<file path="src/rtl/isqrt_seq.sv">
// rtl/isqrt_seq.sv - sequential integer square root, one result bit per cycle
// Restoring digit-by-digit method: two radicand bits are consumed per iteration.
module isqrt_seq (
  input  logic        clk,
  input  logic        rst,
  input  logic        x_vld,
  input  logic [31:0] x,
  output logic        y_vld,
  output logic [15:0] y,
  output logic        busy,
  output logic        x_drop
);

  typedef enum logic [1:0] {IDLE, CALC, DONE} state_t;

  state_t      state, state_nxt;
  logic        take;
  logic [31:0] x_reg;
  logic [15:0] root;
  logic [17:0] rem;
  logic [3:0]  cnt;

  logic [19:0] rem_sh;
  logic [19:0] trial;
  logic [17:0] diff;
  logic        fit;
  logic [15:0] root_nxt;
  logic [17:0] rem_nxt;

  always_ff @(posedge clk) begin
    if (rst) state <= IDLE;
    else     state <= state_nxt;
  end

  always_comb begin
    state_nxt = state;
    take      = 1'b0;
    case (state)
      IDLE: begin
        if (x_vld) begin
          take      = 1'b1;
          state_nxt = CALC;
        end
      end
      CALC: begin
        if (cnt == 4'd15) state_nxt = DONE;
      end
      DONE: begin
        take      = x_vld;
        state_nxt = x_vld ? CALC : IDLE;
      end
      default: state_nxt = IDLE;
    endcase
  end

  // The true difference fits in 18 bits whenever it is kept, so modular 18-bit subtraction suffices.
  always_comb begin
    rem_sh   = {rem, x_reg[31:30]};
    trial    = {2'b00, root, 2'b01};
    fit      = (rem_sh >= trial);
    diff     = rem_sh[17:0] - trial[17:0];
    root_nxt = {root[14:0], fit};
    rem_nxt  = fit ? diff : rem_sh[17:0];
  end

  always_ff @(posedge clk) begin
    if (rst) begin
      x_reg  <= '0;
      root   <= '0;
      rem    <= '0;
      cnt    <= '0;
      y      <= '0;
      y_vld  <= 1'b0;
      x_drop <= 1'b0;
    end else begin
      y_vld  <= 1'b0;
      x_drop <= (state == CALC) && x_vld;
      if (take) begin
        x_reg <= x;
        root  <= '0;
        rem   <= '0;
        cnt   <= '0;
      end else if (state == CALC) begin
        x_reg <= {x_reg[29:0], 2'b00};
        root  <= root_nxt;
        rem   <= rem_nxt;
        cnt   <= cnt + 4'd1;
        if (cnt == 4'd15) begin
          y     <= root_nxt;
          y_vld <= 1'b1;
        end
      end
    end
  end

  assign busy = (state == CALC);

endmodule

</file>
<file path="config.mk">
export PLATFORM = sky130hd
export DESIGN_NAME = isqrt_seq
export DESIGN_NICKNAME = d
export VERILOG_FILES = /design/src/rtl/isqrt_seq.sv
export SDC_FILE = /design/constraint.sdc
export NUM_CORES = 1
export LEC_CHECK = 0
export BUFFER_PORTS_ARGS = -buffer_cell sky130_fd_sc_hd__buf_2
export CORE_MARGIN = 3
export CORE_UTILIZATION = 55
export CTS_CLUSTER_DIAMETER = 50
export DETAILED_ROUTE_END_ITERATION = 10
export PLACE_DENSITY = 0.76
export SYNTH_ARGS = -nofsm -noshare
export SYNTH_HDL_FRONTEND = slang
export SYNTH_SLANG_ARGS = --single-unit
</file>
<file path="constraint.sdc">
create_clock -name clk -period 3.29 [get_ports clk]
set_input_delay 0.658 -clock clk [delete_from_list [all_inputs] [get_ports clk]]
set_output_delay 0.658 -clock clk [all_outputs]
set_load 0.02 [all_outputs]
</file>
==> key figures <==
Synthesis
  – Yosys warns: 0
  – Post-synth EDFFs: 0
  – Async S/R FF share, synth: 0%
  – Avg Cell Area, Syn: 7.95 um2
  – Sequential element share of the synthesized area: ~41%
  – Syn_nets: 602
  – Post-synth top flop: dfxtp_1
  – Synthesized cell area: between 0.004 and 0.005 mm2
  – Post-synthesis cell count: 548
  – Count of cell types in the netlist: 52
  – #FFs+latches synth: 90

Place
  – DP Wirelength: a little over 7000 um
  – DP Cell Count: between 600 and 700
  – Pre-CTS setup slack: about 0.56 ns
  – GPL Wtd Cong: between 0.9 and 1
  – I/O Buffers: 53

Run status
  – Status: complete, no violations

Global routing
  – Global-route wire length before repair: 17400 um
  – Grt ovf: 0
  – Vias in the first global route: between 3000 and 4000
  – Overall global routing resource usage: between 20% and 30%
  – Largest net degree at the start of global routing: between 50 and 60
  – GR Util met2: 38.8%
  – GRT Max-Usage Layer: met2
  – Met3 Use GR: under 10%
  – Initial antenna violation count: 0
  – Met1 GRT Util: about 32%

Power
  – Leak Pwr: 1.97 nW
  – PwrDens: around 570 mW/mm2
  – VDD IR max: slightly above 0.3 mV

Drt
  – Routed vias/inst: around 5.7
  – DRT iter0 DRCs: roughly 320
  – WL/cell: between 10 and 15 um
  – WL final: 10300 um
  – DR DRC count: 0
  – Pre-antenna DRT Iters: 5
  – Total number of vias: slightly below 4000
  – Post-DRT Antenna Nets: 0

Clock tree
  – Number of hold buffers added after cts: 0
  – Post-CTS sizing: 0
  – H-tree depth: 3
  – Worst-path clk slew: 0.09 ns
  – Clock Latency Late Sink: 0.36 ns
  – Post-CTS Repair Setup Buffers: 0
  – CTS Buffer Depth: 2
  – Clock sinks: 90
  – CTS Buf Count: 9
  – Root buffer cell: clkbuf_8
  – CTS tree: done

Final layout
  – Share of cells above drive strength 1: between 10% and 20%
  – Layout area overhead: 11.5%
  – Max FFs per register: 32
  – Non-filler cells, final: 688
  – Commonest non-fill, non-tap cell in the layout: dfxtp_1
  – # nets final: between 600 and 700
  – Most frequent cells in the layout: dfxtp_1 (90), nand2_1 (86), a21oi_1 (65)
  – Final core occ: approximately two thirds
  – Antenna Cells: 0

Critical path
  – CP max FO: 11
  – Critical path, cell by cell: inv_1 -> ha_1 -> a21o_1 -> a21o_1 -> o22a_1 -> a311oi_2 -> nor2_2 -> buf_4 -> xnor2_1 -> a211oi_1
  – CP top delay family: compound AO/OA/AOI/OAI gates
  – Crit path buf inv count: 2
  – Crit end category: flop
  – Worst Path Required: ~3.6 ns
  – Critical path class: reg -> reg
  – CP Data Arrival Time: roughly 3.0 ns
  – Crit start category: flop
  – CP peak stage delay: 0.40 ns
  – Slowest stage cell, crit path: a311oi_2
  – CP most frequent cell: a21o_1

Floorplanning
  – Row cnt: 31
  – DIE AREA: approximately 0.009 mm2
  – Chip width: around 95 um
  – Ports: 54
  – Initial core utilization: 58.2%
  – Core area: between 0.007 and 0.008 mm2
  – Die Ht: ~95 um

Timing
  – Setup Viol. Count Final: 0
  – Setup TNS: 0 ns
  – RSZ-0062 raised after global routing: no
  – Final worst-path cycle share: between 80% and 90%
  – Fmax: ~0.36 GHz
  – Final Hold Fails: 0
  – Clk_skew: between 0.009 and 0.01 ns
  – Worst slew margin: between 40% and 50%
  – Min cycle time layout: around 2.8 ns
  – Slew Viols, Final: 0
  – Final WS setup: about 0.52 ns
  – Worst slew pin tran: slightly below 0.9 ns

Flow run
  – Max-Cap Viols: 0

Hold path
  – Worst hold path class: reg -> reg
==> Yosys cell counts (3+ instances only) <==
cell | count | area [um2]
nand2b_1 | 9 | 56.3
nor3_1 | 35 | 175
xor2_1 | 8 | 70.1
ha_1 | 19 | 238
a311oi_1 | 3 | 26.3
nand3_1 | 14 | 70.1
xnor2_1 | 8 | 70.1
buf_1 | 3 | 11.3
clkbuf_1 | 26 | 97.6
buf_2 | 3 | 15.0
o22ai_1 | 27 | 169
inv_1 | 22 | 82.6
buf_4 | 3 | 22.5
o211ai_1 | 4 | 30.0
nand2_1 | 86 | 323
nand4_1 | 4 | 25.0
a21o_1 | 5 | 37.5
dfxtp_1 | 90 | 1800
nor2_1 | 47 | 176
mux2i_1 | 10 | 100
a21oi_1 | 65 | 325
o21ai_0 | 20 | 100
==> cell type report <==
class / instances / area, um2
fill: 641 / 2630
multi-input combinational: 398 / 2300
sequential: 90 / 1800
timing repair buffer: 62 / 333
clock buffer: 10 / 138
tap: 99 / 124
inverter: 23 / 86.3
clock inverter: 6 / 72.6
==> path summary, 6_finish.rpt <==
kind                 end  slack [ns]  cells after the start      from
setup / recovery  rem[0]        0.52                     10  root[11]
setup reg to reg  rem[0]        0.52                     10  root[11]
hold reg to reg     y[0]        0.46                      2      y[0]
hold / removal      y[0]        0.46                      2      y[0]
==> metal layers <==
layer	part of all wire (%)	vias up
met5	0	-
met4	2.2	0
met3	4.2	20
met2	47	94
met1	46	1856
li1	-	1982
==> power breakdown <==
group          internal (W)  total [W]  switching [W]
Combinational      0.000332   0.000803       0.000471
Sequential          0.00115    0.00120      0.0000438
Clock              0.000380   0.000790       0.000410
==> metrics by stage <==
step	hold slack, ns	power [W]	instance area [um2]
floorplan	0.436	0.00186	4360
global placement	0.441	0.00199	4650
detailed placement	0.445	0.00201	4650
CTS	0.460	0.00279	4860
global route	0.480	0.00294	4860
finish	0.461	0.00279	4860
==> tightest hold or removal path: cells and delay by family (launching register included) <==
kind | cells | cell delay [ns]
AOI/OAI and AO/OA | 1 | 0.05
DFF | 1 | 0.32
and+or+nand+nor | 1 | 0.05
==> cells by family (layout without fill, tap and decap cells) <==
family	Yosys count	in the layout	share of synthesized area (%)
AO/OA/AOI/OAI	141	141	19.5
XOR/XNOR	16	16	3.22
adder cells (fa/ha/maj)	19	19	5.46
buffers and inverters	60	101	5.86
flip-flops	90	90	41.3
multiplexers	10	10	2.30
AND/OR/NAND/NOR	212	212	22.4
(Power assumes the default switching activity.)
